===== config.mk =====
export PLATFORM = sky130hd
export DESIGN_NAME = idelay_tap_scanner_flat
export DESIGN_NICKNAME = d
export VERILOG_FILES = /design/src/rtl/idelay_tap_scanner_if.sv /design/src/rtl/idelay_tap_scanner.sv /design/src/flat_wrapper.sv
export SDC_FILE = /design/constraint.sdc
export NUM_CORES = 1
export LEC_CHECK = 0
export CAP_MARGIN = 20
export CORE_MARGIN = 2
export CORE_UTILIZATION = 60
export DETAILED_ROUTE_END_ITERATION = 6
export PLACE_DENSITY = 0.92
export SETUP_SLACK_MARGIN = 0.02
export SLEW_MARGIN = 10
export SYNTH_ARGS = -nofsm -noshare
export SYNTH_HDL_FRONTEND = slang
export SYNTH_SLANG_ARGS = --single-unit

===== constraint.sdc =====
create_clock -name clk -period 9.3 [get_ports clk]
set_clock_uncertainty 0.1 [all_clocks]
set_input_delay 2.325 -clock clk [delete_from_list [all_inputs] [get_ports clk]]
set_output_delay 2.325 -clock clk [all_outputs]
set_load 0.01 [all_outputs]

===== src/rtl/idelay_tap_scanner_if.sv =====
// IDELAYE2 tap scanner bus: calibrator gating, delay-line
// control/readback, sampled data and scan results.
interface idelay_tap_scanner_if;
    logic        cal_rdy;
    logic        start;
    logic        dly_ld;
    logic [4:0]  dly_cntvaluein;
    logic [4:0]  dly_cntvalueout;
    logic        data_in;
    logic        busy;
    logic        done;
    logic [31:0] pass_mask;
    logic [4:0]  best_tap;
    logic        best_valid;
    logic        tap_err;

    modport master (
        input  cal_rdy,
        input  start,
        input  dly_cntvalueout,
        input  data_in,
        output dly_ld,
        output dly_cntvaluein,
        output busy,
        output done,
        output pass_mask,
        output best_tap,
        output best_valid,
        output tap_err
    );

    modport slave (
        output cal_rdy,
        output start,
        output dly_cntvalueout,
        output data_in,
        input  dly_ld,
        input  dly_cntvaluein,
        input  busy,
        input  done,
        input  pass_mask,
        input  best_tap,
        input  best_valid,
        input  tap_err
    );
endinterface


===== src/rtl/idelay_tap_scanner.sv =====
// Sweeps all 32 IDELAYE2 taps, checks readback and toggle
// integrity, then loads the centre of the widest passing window.
module idelay_tap_scanner #(
    parameter int unsigned SETTLE_CYCLES = 16,
    parameter int unsigned WINDOW_LOG2   = 10,
    parameter int unsigned ERR_THRESHOLD = 0
) (
    input logic clk,
    input logic rst_n,
    idelay_tap_scanner_if.master bus
);
    localparam int unsigned CW = (SETTLE_CYCLES > 1) ?
                                 $clog2(SETTLE_CYCLES) : 1;
    localparam int unsigned WW = (WINDOW_LOG2 > 0) ? WINDOW_LOG2 : 1;
    localparam int unsigned EW = WINDOW_LOG2 + 1;
    localparam logic [CW-1:0] CLOAD = CW'(SETTLE_CYCLES - 1);
    localparam logic [WW-1:0] WLAST = WW'((1 << WINDOW_LOG2) - 1);

    typedef enum logic [3:0] {
        S_IDLE,
        S_LOAD,
        S_SETTLE,
        S_CHECK,
        S_MEASURE,
        S_NEXT,
        S_ANALYZE,
        S_APPLY,
        S_DONE
    } state_e;

    state_e        state_q, state_d;
    logic [4:0]    tap_q, tap_d;
    logic [CW-1:0] cnt_q, cnt_d;
    logic [WW-1:0] wcnt_q, wcnt_d;
    logic [EW-1:0] errcnt_q, errcnt_d;
    logic [31:0]   mask_q, mask_d;
    logic          terr_q, terr_d;
    logic          bvalid_q, bvalid_d;
    logic [4:0]    btap_q, btap_d;
    logic [4:0]    cval_q, cval_d;
    logic          prev_q, prev_d;
    logic [4:0]    idx_q, idx_d;
    logic [4:0]    cstart_q, cstart_d;
    logic [5:0]    clen_q, clen_d;
    logic [4:0]    bstart_q, bstart_d;
    logic [5:0]    blen_q, blen_d;

    logic          hit;
    logic [EW-1:0] err_next;
    logic [4:0]    a_start;
    logic [5:0]    a_len;
    logic [4:0]    b_start;
    logic [5:0]    b_len;
    logic [4:0]    mid;
    logic [4:0]    pick;

    // Results and delay-line control are registered; strobes decode state.
    assign bus.dly_ld         = (state_q == S_LOAD) || (state_q == S_APPLY);
    assign bus.dly_cntvaluein = cval_q;
    assign bus.busy           = (state_q != S_IDLE);
    assign bus.done           = (state_q == S_DONE);
    assign bus.pass_mask      = mask_q;
    assign bus.best_tap       = btap_q;
    assign bus.best_valid     = bvalid_q;
    assign bus.tap_err        = terr_q;

    // Next-state logic: scan sequencing, window measurement, run search.
    always_comb begin
        state_d  = state_q;
        tap_d    = tap_q;
        cnt_d    = cnt_q;
        wcnt_d   = wcnt_q;
        errcnt_d = errcnt_q;
        mask_d   = mask_q;
        terr_d   = terr_q;
        bvalid_d = bvalid_q;
        btap_d   = btap_q;
        cval_d   = cval_q;
        prev_d   = bus.data_in;
        idx_d    = idx_q;
        cstart_d = cstart_q;
        clen_d   = clen_q;
        bstart_d = bstart_q;
        blen_d   = blen_q;

        // A missing toggle shows up as two equal consecutive samples.
        hit = (bus.data_in == prev_q);
        if (hit && !(&errcnt_q)) begin
            err_next = errcnt_q + EW'(1);
        end else begin
            err_next = errcnt_q;
        end

        if (mask_q[idx_q]) begin
            a_start = (clen_q == 6'd0) ? idx_q : cstart_q;
            a_len   = clen_q + 6'd1;
        end else begin
            a_start = cstart_q;
            a_len   = 6'd0;
        end
        // Strict compare keeps the earliest of equally long runs.
        if (a_len > blen_q) begin
            b_start = a_start;
            b_len   = a_len;
        end else begin
            b_start = bstart_q;
            b_len   = blen_q;
        end
        mid  = 5'((b_len - 6'd1) >> 1);
        pick = (b_len == 6'd0) ? 5'd0 : b_start + mid;

        if (state_q != S_IDLE && !bus.cal_rdy) begin
            state_d  = S_IDLE;
            bvalid_d = 1'b0;
        end else begin
            unique case (state_q)
                S_IDLE: begin
                    if (bus.start && bus.cal_rdy) begin
                        state_d  = S_LOAD;
                        tap_d    = 5'd0;
                        cval_d   = 5'd0;
                        mask_d   = 32'd0;
                        terr_d   = 1'b0;
                        bvalid_d = 1'b0;
                        btap_d   = 5'd0;
                    end
                end
                S_LOAD: begin
                    state_d = S_SETTLE;
                    cnt_d   = CLOAD;
                end
                S_SETTLE: begin
                    if (cnt_q == '0) begin
                        state_d = S_CHECK;
                    end else begin
                        cnt_d = cnt_q - CW'(1);
                    end
                end
                S_CHECK: begin
                    if (bus.dly_cntvalueout != tap_q) begin
                        terr_d        = 1'b1;
                        mask_d[tap_q] = 1'b0;
                        state_d       = S_NEXT;
                    end else begin
                        wcnt_d   = '0;
                        errcnt_d = '0;
                        state_d  = S_MEASURE;
                    end
                end
                S_MEASURE: begin
                    errcnt_d = err_next;
                    wcnt_d   = wcnt_q + WW'(1);
                    if (wcnt_q == WLAST) begin
                        mask_d[tap_q] = (32'(err_next) <= ERR_THRESHOLD);
                        state_d       = S_NEXT;
                    end
                end
                S_NEXT: begin
                    if (tap_q == 5'd31) begin
                        state_d  = S_ANALYZE;
                        idx_d    = 5'd0;
                        cstart_d = 5'd0;
                        clen_d   = 6'd0;
                        bstart_d = 5'd0;
                        blen_d   = 6'd0;
                    end else begin
                        tap_d   = tap_q + 5'd1;
                        cval_d  = tap_q + 5'd1;
                        state_d = S_LOAD;
                    end
                end
                S_ANALYZE: begin
                    cstart_d = a_start;
                    clen_d   = a_len;
                    bstart_d = b_start;
                    blen_d   = b_len;
                    idx_d    = idx_q + 5'd1;
                    if (idx_q == 5'd31) begin
                        bvalid_d = (b_len != 6'd0);
                        btap_d   = pick;
                        cval_d   = pick;
                        state_d  = S_APPLY;
                    end
                end
                S_APPLY: state_d = S_DONE;
                S_DONE:  state_d = S_IDLE;
                default: state_d = S_IDLE;
            endcase
        end
    end

    // State and datapath registers with synchronous active-low reset.
    always_ff @(posedge clk) begin
        if (!rst_n) begin
            state_q  <= S_IDLE;
            tap_q    <= '0;
            cnt_q    <= '0;
            wcnt_q   <= '0;
            errcnt_q <= '0;
            mask_q   <= '0;
            terr_q   <= 1'b0;
            bvalid_q <= 1'b0;
            btap_q   <= '0;
            cval_q   <= '0;
            prev_q   <= 1'b0;
            idx_q    <= '0;
            cstart_q <= '0;
            clen_q   <= '0;
            bstart_q <= '0;
            blen_q   <= '0;
        end else begin
            state_q  <= state_d;
            tap_q    <= tap_d;
            cnt_q    <= cnt_d;
            wcnt_q   <= wcnt_d;
            errcnt_q <= errcnt_d;
            mask_q   <= mask_d;
            terr_q   <= terr_d;
            bvalid_q <= bvalid_d;
            btap_q   <= btap_d;
            cval_q   <= cval_d;
            prev_q   <= prev_d;
            idx_q    <= idx_d;
            cstart_q <= cstart_d;
            clen_q   <= clen_d;
            bstart_q <= bstart_d;
            blen_q   <= blen_d;
        end
    end
endmodule

===== src/flat_wrapper.sv =====
// flat-port wrapper written by rule: the top's interface ports become plain ports
module idelay_tap_scanner_flat 
#(
    parameter int unsigned SETTLE_CYCLES = 16,
    parameter int unsigned WINDOW_LOG2   = 10,
    parameter int unsigned ERR_THRESHOLD = 0
)
  (clk, rst_n, bus_cal_rdy, bus_start, bus_dly_cntvalueout, bus_data_in, bus_dly_ld, bus_dly_cntvaluein, bus_busy, bus_done, bus_pass_mask, bus_best_tap, bus_best_valid, bus_tap_err);
  idelay_tap_scanner_if bus_i ();
  input logic clk;
  input logic rst_n;
  input wire logic [$bits(bus_i.cal_rdy)-1:0] bus_cal_rdy;
  input wire logic [$bits(bus_i.start)-1:0] bus_start;
  input wire logic [$bits(bus_i.dly_cntvalueout)-1:0] bus_dly_cntvalueout;
  input wire logic [$bits(bus_i.data_in)-1:0] bus_data_in;
  output wire logic [$bits(bus_i.dly_ld)-1:0] bus_dly_ld;
  output wire logic [$bits(bus_i.dly_cntvaluein)-1:0] bus_dly_cntvaluein;
  output wire logic [$bits(bus_i.busy)-1:0] bus_busy;
  output wire logic [$bits(bus_i.done)-1:0] bus_done;
  output wire logic [$bits(bus_i.pass_mask)-1:0] bus_pass_mask;
  output wire logic [$bits(bus_i.best_tap)-1:0] bus_best_tap;
  output wire logic [$bits(bus_i.best_valid)-1:0] bus_best_valid;
  output wire logic [$bits(bus_i.tap_err)-1:0] bus_tap_err;
  assign bus_i.cal_rdy = bus_cal_rdy;
  assign bus_i.start = bus_start;
  assign bus_i.dly_cntvalueout = bus_dly_cntvalueout;
  assign bus_i.data_in = bus_data_in;
  assign bus_dly_ld = bus_i.dly_ld;
  assign bus_dly_cntvaluein = bus_i.dly_cntvaluein;
  assign bus_busy = bus_i.busy;
  assign bus_done = bus_i.done;
  assign bus_pass_mask = bus_i.pass_mask;
  assign bus_best_tap = bus_i.best_tap;
  assign bus_best_valid = bus_i.best_valid;
  assign bus_tap_err = bus_i.tap_err;
  idelay_tap_scanner #(.SETTLE_CYCLES(SETTLE_CYCLES), .WINDOW_LOG2(WINDOW_LOG2), .ERR_THRESHOLD(ERR_THRESHOLD)) u_core (.clk(clk), .rst_n(rst_n), .bus(bus_i));
endmodule

# Word-level counts from Yosys, hierarchy flattened
# Index checks and enable logic that the tools add are counted.
word_totals:
  mem_bits_ro: 0
  latch_bits: 0
  memories: 0
  output_inout_bits: 47
  word_cells: 135
  input_bits: 10
  ramBits: 0
  register_bits: 106
op_classes:
  add_sub_neg: 8
  n_lt_le_gt_ge: 5
  div: 0
  n_shift: 0
  multipliers: 0
  n_eq_ne: 22
  bitwise: 4
  n_mux: 47
  n_reduce_logical: 33
ops:
  columns: ["cell", "count"]
  rows:
  - ["2-to-1 mux 32 bit", 3]
  - ["one-hot mux 32 bit (3 select lines)", 1]
  - ["one-hot mux 5 bit (2 select lines)", 5]
  - ["2-to-1 mux 5 bit", 8]
  - ["bitwise AND 32 bit", 1]
  - ["bitwise mux 32 bit", 1]
  - ["NOT 32 bit", 1]
  - ["one-hot mux 4 bit (8 select lines)", 1]
  - ["one-hot mux 6 bit (2 select lines)", 2]
  - ["2-to-1 mux 11 bit", 2]
  - ["one-hot mux 11 bit (2 select lines)", 1]
  - ["2-to-1 mux 4 bit", 5]
  - ["one-hot mux 10 bit (2 select lines)", 1]
  - ["2-to-1 mux 6 bit", 3]
  - ["== test 4 x 3 -> 1 bit (second input constant)", 4]
  - ["AND reduction 4 bit", 4]
  - ["one-hot mux 5 bit (3 select lines)", 1]
  - ["zero test 6 bit", 2]
  - ["< comparator 5 x 6 -> 1 bit (second input constant)", 2]
  - ["inequality test 2 x 1 -> 1 bit (second input constant)", 6]
  - ["AND reduction 3 bit", 4]
  - ["nonzero test 2 bit", 6]
  - ["adder 11 x 1 -> 11 bit (second input constant)", 1]
  - ["<= comparator 11 x 1 -> 1 bit (second input constant)", 1]
  - ["other kinds (34)", 53]

# Longest topological paths before layout
# Gate-level depths: netlist (run 1).
logic_depth:
  depth_word: 10
  ltp_mapped: 26
  mapped_depth_nobuf: 23

# Worst setup path after synthesis (run 1)
# No wires, ideal clock.
synth_timing:
  path_type: "reg2reg"
  start: "reg u_core.idx_q[2]"
  end: "reg u_core.cval_q[4] (netlist: u_core.bus.dly_cntvaluein[4])"
  stages_incl_launch_ff: 26
  t_arrival_ps: 4761
  setup_slack_ps: 4307
  n_path_buf: 2
  required_time_ps: 9068
  cell_sequence: "dfxtp_1 > buf_6 > mux2_2 > o21ai_1 > a311oi_2 > a31oi_4 > nand2_2 > and2_1 > ha_1 > nor2b_1 > o21ai_0 > nor2b_1 > nand2b_1 > maj3_1 > o22ai_1 > a221o_1 > a21boi_2 > and2_1 > buf_2 > xnor2_1 > ha_1 > a21o_1 > a21oi_1 > xor2_2 > mux2i_1 > a311oi_1"
synth_between:
  elab_chain_cells: 10
  word_cells_on_any_way: 17
  cone_classes: "add/sub: 2; order compare: 1; eq/ne: 2; mux: 10; reduce/logical: 2"
synth_lines:
  columns: ["element", "line", "text"]
  rows:
  - ["from (decl)", "idelay_tap_scanner.sv:42", "logic [4:0] idx_q, idx_d;"]
  - ["from (signal assigned)", "idelay_tap_scanner.sv:223", "idx_q <= idx_d;"]
  - ["binary-select mux 1 bit (select 5 bit)", "idelay_tap_scanner.sv:94", "if (mask_q[idx_q]) begin"]
  - ["2-to-1 mux 1 bit (not written as such)", "idelay_tap_scanner.sv:94", null]
  - ["2-to-1 mux 6 bit", "idelay_tap_scanner.sv:94", null]
  - ["> comparator 6 bit", "idelay_tap_scanner.sv:102", "if (a_len > blen_q) begin"]
  - ["2-to-1 mux 6 bit", "idelay_tap_scanner.sv:102", null]
  - ["subtractor 6 x 1 -> 6 bit", "idelay_tap_scanner.sv:109", "mid = 5'((b_len - 6'd1) >> 1);"]
  - ["adder 5 bit", "idelay_tap_scanner.sv:110", "pick = (b_len == 6'd0) ? 5'd0 : b_start + mid;"]
  - ["2-to-1 mux 5 bit", "idelay_tap_scanner.sv:110", null]
  - ["2-to-1 mux 5 bit", "idelay_tap_scanner.sv:178", "if (idx_q == 5'd31) begin"]
  - ["one-hot mux 5 bit (3 select lines)", "idelay_tap_scanner.sv:116", "unique case (state_q)"]
  - ["to (signal assigned)", "idelay_tap_scanner.sv:221", "cval_q <= cval_d;"]
  - ["to (decl)", "idelay_tap_scanner.sv:40", "logic [4:0] cval_q, cval_d;"]
# Several ways; a longest one is shown, not always the timed one. The select of a mux whose other input is x is not followed.
# A chain may end at the register's enable or synchronous reset.

# Worst setup path in the final report (run 1)
layout_timing:
  start: "reg u_core.idx_q[1]"
  end: "reg u_core.cval_q[4] (netlist: u_core.bus.dly_cntvaluein[4])"
# Same word-level chain as after synthesis.

==> results of run 1 <==
registers in the layout, indices dropped and copies added, names as in the netlist:
name                       cells
u_core.bstart_q                5
u_core.errcnt_q               11
u_core.state_q                 4
u_core.cstart_q                5
u_core.tap_q                   5
u_core.idx_q                   5
u_core.bus.dly_cntvaluein      5
u_core.bus.pass_mask          32
u_core.blen_q                  6
u_core.cnt_q                   4
u_core.wcnt_q                 10
u_core.bus.best_valid          1
u_core.prev_q                  1
u_core.clen_q                  6
u_core.bus.tap_err             1
u_core.bus.best_tap            5
logic make-up after synthesis:
kind of cell | count (synthesis) | share of synthesized area (%)
buffers and inverters | 63 | 4.46
XOR/XNOR | 31 | 4.40
multiplexers | 25 | 4.36
adder cells (fa/ha/maj) | 23 | 4.60
flip-flops | 106 | 33.5
AND/OR/NAND/NOR | 321 | 23.8
AO/OA/AOI/OAI | 257 | 25.0
through the flow:
step	instance area, um2	util (%)	setup slack, ps
floorplan	6340	-	4310
global route	7080	68.9	2800
CTS	7080	68.9	3230
detailed placement	6900	67.1	3260
finish	7080	68.9	3140
global placement	6900	67.1	3390
path summary, 6_finish.rpt:
path	slack, ps	endpoint	depth (start not counted)
worst max register to register	3140	u_core.bus.dly_cntvaluein[4]	21
worst min-delay path	360	u_core.bus.best_tap[4]	2
worst min register to register	360	u_core.bus.best_tap[4]	2
worst max-delay path	3140	u_core.bus.dly_cntvaluein[4]	21
routing by layer:
metal  vias up  track usage [%]  part of all wire [%]
met1      2898             37.0                    44
met3        39             3.83                   6.0
met5         -                0                     0
li1       2997                -                     -
met4         0             10.5                   2.0
met2       215             47.9                    48
power breakdown:
part | switching [mW] | internal [mW]
logic | 0.0337 | 0.0163
registers | 0.00282 | 0.456
clock network | 0.173 | 0.102
total | 0.210 | 0.574
layout by cell type, fill, tap and decap left out, types with 3 or more instances in the layout:
| master | n |
|---|---|
| a21oi_1 | 119 |
| dfxtp_1 | 106 |
| nor2_1 | 105 |
| nand2_1 | 85 |
| o21ai_0 | 58 |
| clkdlybuf4s50_1 | 56 |
| nand3_1 | 24 |
| nor3_1 | 23 |
| ha_1 | 20 |
| inv_1 | 19 |
| mux2i_1 | 18 |
| xnor2_1 | 16 |
| a22oi_1 | 14 |
| xor2_1 | 14 |
| and2_1 | 12 |
| nor2b_1 | 11 |
| and3_1 | 11 |
| a31oi_1 | 10 |
| nand2b_1 | 9 |
| or3_1 | 9 |
| clkbuf_8 | 9 |
| nand4_1 | 8 |
| a211oi_1 | 6 |
| nor3b_1 | 6 |
| a21o_1 | 5 |
| a32oi_1 | 5 |
| mux2_2 | 4 |
| o21ai_1 | 4 |
| a22o_1 | 4 |
| buf_4 | 4 |
| nor4_1 | 3 |
| o21a_1 | 3 |
| o221a_2 | 3 |
| clkinvlp_4 | 3 |
cells in the mapped netlist (10+ instances only):
master | count | area [um2]
ha_1 | 20 | 250
clkbuf_1 | 32 | 120
nor2b_1 | 11 | 68.8
dfxtp_1 | 106 | 2120
xnor2_1 | 16 | 140
a21oi_1 | 119 | 596
nand2_1 | 85 | 319
nand3_1 | 24 | 120
a22oi_1 | 14 | 105
a31oi_1 | 10 | 62.6
and2_1 | 12 | 75.1
xor2_1 | 14 | 123
and3_1 | 11 | 68.8
inv_1 | 20 | 75.1
nor3_1 | 23 | 115
mux2i_1 | 18 | 180
nor2_1 | 106 | 398
o21ai_0 | 58 | 290
layout make-up:
| type | instances | area share (%) |
|---|---|---|
| Sequential cell | 106 | 30.0 |
| Multi-Input combinational cell | 657 | 55.6 |
| Tap cell | 136 | 2.40 |
| Timing Repair Buffer | 60 | 8.34 |
| Clock inverter | 7 | 0.883 |
| Clock buffer | 9 | 1.75 |
| Inverter | 20 | 1.06 |
critical path: cells and delay by family, from the launching register on:
| family | cells | cell delay, ps |
|---|---|---|
| and+or+nand+nor | 7 | 1900 |
| DFF | 1 | 870 |
| adders and majority gates | 3 | 950 |
| AOI/OAI and AO/OA | 9 | 1710 |
| xor gates and xnor gates | 1 | 250 |
| muxes | 1 | 240 |
==> impl_metrics.toml, run 1 <==
[global_route]
grt_usage_pct = 28.4
gr-total-overflow = 0
antenna_found_initial = 0
first_global_vias = 5703
grt_max_degree = 86
grt_first_pass_wirelength_mm = 26.6

[timing]
holdWs_ps = 362
worst_pin_slew_ps = 1080
setup_viol = 0
hold_viol = 0
fin_crit_sh_pct = 66.2
setup-tns-final_ps = 0
finalMaxSlewViolations = 0
rsz0062_at_grt = "false"
slew_headroom_pct = 27.8
finalCriticalPeriod_ps = 6160
fmax_ghz = 0.162

[clock_network]
cts-buffers-inserted = 9
path_clk_slew_ps = 100
cts_tree = "built"
cts_num_sinks = 106
clock_path_buffers = 2
insertion_delay_ps = 380
postCtsHoldBufs = 0
root_buffer = "clkbuf_8"
post_cts_resized = 0
post_cts_buffers = 0
cts.htree.levels = 3

[synthesis]
synth_edf_count = 0
ys.flop_type = "dfxtp_1"
syn_nets = 857
synthCells = 826
async_reset_ff_share_pct = 0
seq_area_frac_synth_pct = 33.5
avgSynthCellArea_um2 = 7.68
syn_area_mm2 = 0.00634
yosys.cell_types.count = 73
yosys_warnings = 0
synth_seq_cells = 106

[setup_path]
slowest_delay_ps = 870
critPathRequiredTime_ps = 9430
setup.worst_path.start = "u_core.idx_q[1]"
worstPathMaxFanout = 17
critPathCaptureType = "flip-flop"
reg2reg_from = "u_core.idx_q[1]"
crit_slowest_cell = "dfxtp_1"
crit_type = "flip-flop to flip-flop"
start_kind = "flip-flop"
cp.arrival_ps = 6290
path_cells = "nand2_1 -> a211oi_1 -> a21oi_1 -> a31oi_4 -> nand2_2 -> and2_1 -> ha_1 -> nor2b_1 -> nor2b_1 -> a21boi_1 -> nor2_1 -> o21ai_4 -> nand2_4 -> o21ai_0 -> ha_1 -> fa_1 -> a21o_1 -> a21oi_1 -> xor2_2 -> mux2i_1 -> a311oi_1"

[floorplan]
dieArea_mm2 = 0.0114
rows = 37
initial_core_util_pct = 61.7
ios = 57
coreArea_mm2 = 0.0103
die_y_um = 107
die_width_um = 107

[route]
vias_per_cell = 6.18
dr.first_iter.drc_count = 723
vias = 6149
first_pass_iters = 7
drcViolationCount = 0
wl_per_cell_um = 16.4
ant_nets = 0
drt_wl_total_mm = 16.4

[final_layout]
multi_input_area_mm2 = 0.00394
fin_cells = 995
final_nets = 885
syn_to_final_growth_pct = 11.7
ff_latch_area_mm2 = 0.00212
diodes = 0
num-fill-cells = 853
drive_above_1_share_pct = 6.17

[power_and_ir_drop]
power_density_mw_per_mm2 = 111
power.leakage_nw = 2.49
max-vdd-ir-drop_v = 0.000101
p_total_uw = 784

[place]
place.gp.congestion = 0.938
io_buffers = 56
dp.cells = 979
dp_hpwl_mm = 11.5

[worst_hold_path]
worstHoldPathType = "flip-flop to flip-flop"
hold_path.startpoint = "u_core.bus.best_tap[4]"

[outcome]
outcome = "finished, final reports clean"

[job]
max_cap_viol_count = 0
Note: power is estimated with default switching activity, not from simulation.
==> run 2, diff against run 1 <==
--- a/config.mk
+++ b/config.mk
@@ -7,9 +7,9 @@
 export LEC_CHECK = 0
 export CAP_MARGIN = 20
 export CORE_MARGIN = 2
-export CORE_UTILIZATION = 60
+export CORE_UTILIZATION = 58
 export DETAILED_ROUTE_END_ITERATION = 6
-export PLACE_DENSITY = 0.92
+export PLACE_DENSITY = 0.89
 export SETUP_SLACK_MARGIN = 0.02
 export SLEW_MARGIN = 10
 export SYNTH_ARGS = -nofsm -noshare
==> constraint.sdc (replaced) <==
create_clock -name clk -period 6.2 [get_ports clk]
set_clock_uncertainty 0.1 [all_clocks]
set_input_delay 1.55 -clock clk [delete_from_list [all_inputs] [get_ports clk]]
set_output_delay 1.55 -clock clk [all_outputs]
set_load 0.01 [all_outputs]
==> run 2 against run 1 <==
Critical path depth is 2 higher. Total power is 59% higher. Combinational power is 54% higher. The run now ends with design-rule violations left. Clock power is 73% higher. Worst hold slack better by 28 ps. Sequential share of layout area is 0.25 points lower. Flip-flop and latch count stayed put. Sequential power is 50% higher. Cell count is 0.80% higher.
==> impl_metrics.toml, run 2 (synthesized netlist as in run 1, its figures left out) <==
[timing]
setup_viol = 0
fmax_ghz = 0.178
finalCriticalPeriod_ps = 5630
hold_viol = 0
setup-tns-final_ps = 0
rsz0062_at_grt = "false"
slew_headroom_pct = 36.2
fin_crit_sh_pct = 90.7
finalMaxSlewViolations = 0
worst_pin_slew_ps = 951

[final_layout]
num-fill-cells = 882
final_cell_mix = "a21oi_1, nor2_1, dfxtp_1"
layout_commonest_cell = "a21oi_1"
diodes = 0
syn_to_final_growth_pct = 12.8
fin_cells = 1003
final_nets = 889
largest_reg_flops = 32
drive_above_1_share_pct = 6.72

[route]
wl_per_cell_um = 16.9
vias = 6269
drcViolationCount = 1
dr.first_iter.drc_count = 764
vias_per_cell = 6.25
first_pass_iters = 7
ant_nets = 0
drt_wl_total_mm = 17.0

[floorplan]
dieArea_mm2 = 0.0118
die_width_um = 109
rows = 38
coreArea_mm2 = 0.0107
initial_core_util_pct = 59.0
die_y_um = 109
ios = 57

[worst_hold_path]
hold_path.startpoint = "u_core.bus.tap_err"
worstHoldPathType = "flip-flop to flip-flop"

[power_and_ir_drop]
power.leakage_nw = 2.53
pwr-share-clk_pct = 38.4
max-vdd-ir-drop_v = 0.000130
p_int_uw = 947
switching_share_pct = 23.9
p_switching_uw = 297
seqPwrFrac_pct = 55.4
power_density_mw_per_mm2 = 174
p_comb_share_pct = 6.2

[setup_path]
setup.worst_path.start = "u_core.idx_q[2]"
critPathCaptureType = "flip-flop"
critPathRequiredTime_ps = 6340
crit_slowest_cell = "dfxtp_2"
worstPathMaxFanout = 19
crit_type = "flip-flop to flip-flop"
path_cells = "mux2_2 -> o21ai_1 -> a311oi_2 -> a31oi_4 -> nand2_2 -> and2_1 -> ha_1 -> nor2b_1 -> o21ai_0 -> nor2b_1 -> nand2b_1 -> maj3_1 -> o22ai_1 -> a221o_1 -> a21boi_2 -> and2_1 -> xnor2_1 -> ha_1 -> a21o_1 -> a21oi_1 -> xor2_2 -> mux2i_1 -> a311oi_1"
reg2reg_from = "u_core.idx_q[2]"
cp.arrival_ps = 5770
slowest_delay_ps = 580
start_kind = "flip-flop"

[clock_network]
cts.htree.levels = 3
cts_tree = "built"
postCtsHoldBufs = 0
clock_path_buffers = 2
cts_num_sinks = 106
root_buffer = "clkbuf_8"
insertion_delay_ps = 380
post_cts_resized = 0
cts-buffers-inserted = 9
path_clk_slew_ps = 100
post_cts_buffers = 0

[global_route]
antenna_found_initial = 0
gr-total-overflow = 0
grt_max_degree = 57
first_global_vias = 5507
grt_usage_pct = 28.6
grt_first_pass_wirelength_mm = 26.8

[place]
place.gp.congestion = 0.981
io_buffers = 56
dp.cells = 986
dp_hpwl_mm = 11.8

[job]
max_cap_viol_count = 0

[outcome]
outcome = "finished with violations"
violations = "design-rule violations"
## run 2: path summary, 6_finish.rpt
path	end	slack, ps	cells past startpoint
worst max-delay path	u_core.bus.dly_cntvaluein[4]	570	23
worst min-delay path	u_core.bus.tap_err	390	2
worst max register to register	u_core.bus.dly_cntvaluein[4]	570	23
worst min register to register	u_core.bus.tap_err	390	2
## run 2: metrics by stage
step	util [%]	hold WS (ps)	instance area [um2]	total power [mW]	setup slack (ps)
2_1_floorplan	-	353	6340	0.753	1210
3_3_place_gp	64.5	364	6930	0.777	591
3_5_place_dp	64.5	369	6930	0.778	418
4_1_cts	66.5	387	7140	1.24	400
5_1_grt	66.6	415	7150	1.28	227
6_report	66.6	390	7150	1.24	574
## run 2: power groups by stage
stage	clock network [mW]	registers (mW)	logic, mW
4_1_cts	0.481	0.688	0.0749
6_report	0.477	0.689	0.0772
3_5_place_dp	0	0.704	0.0741
2_1_floorplan	0	0.702	0.0511
3_3_place_gp	0	0.704	0.0730
5_1_grt	0.507	0.690	0.0828
## run 2: routing by layer
metal | GRT usage [%] | wire (um) | share of wire (%) | vias up
met5 | 0 | 0 | 0 | -
li1 | - | - | - | 3010
met2 | 46.8 | 8040 | 47 | 304
met3 | 6.39 | 1440 | 8.5 | 43
met4 | 11.4 | 446 | 2.6 | 0
met1 | 36.4 | 7030 | 41 | 2912
## run 2: worst max-delay path: cells and delay by family, from the launching register on
family / cells / cell delay [ps]
and+or+nand+nor: 6 / 1220
xor gates and xnor gates: 2 / 350
muxes: 2 / 590
AOI/OAI and AO/OA: 10 / 1800
adders and majority gates: 3 / 830
DFF: 1 / 580
## run 2: cell type report
| class | instances | area (um2) | share of cell area [%] |
|---|---|---|---|
| clock buffer | 11 | 141 | 1.98 |
| clock inverter | 5 | 77.6 | 1.08 |
| inverter | 20 | 75.1 | 1.05 |
| multi-input combinational | 657 | 3940 | 55.1 |
| sequential | 106 | 2120 | 29.7 |
| tap | 140 | 175 | 2.45 |
| timing repair buffer | 64 | 618 | 8.64 |
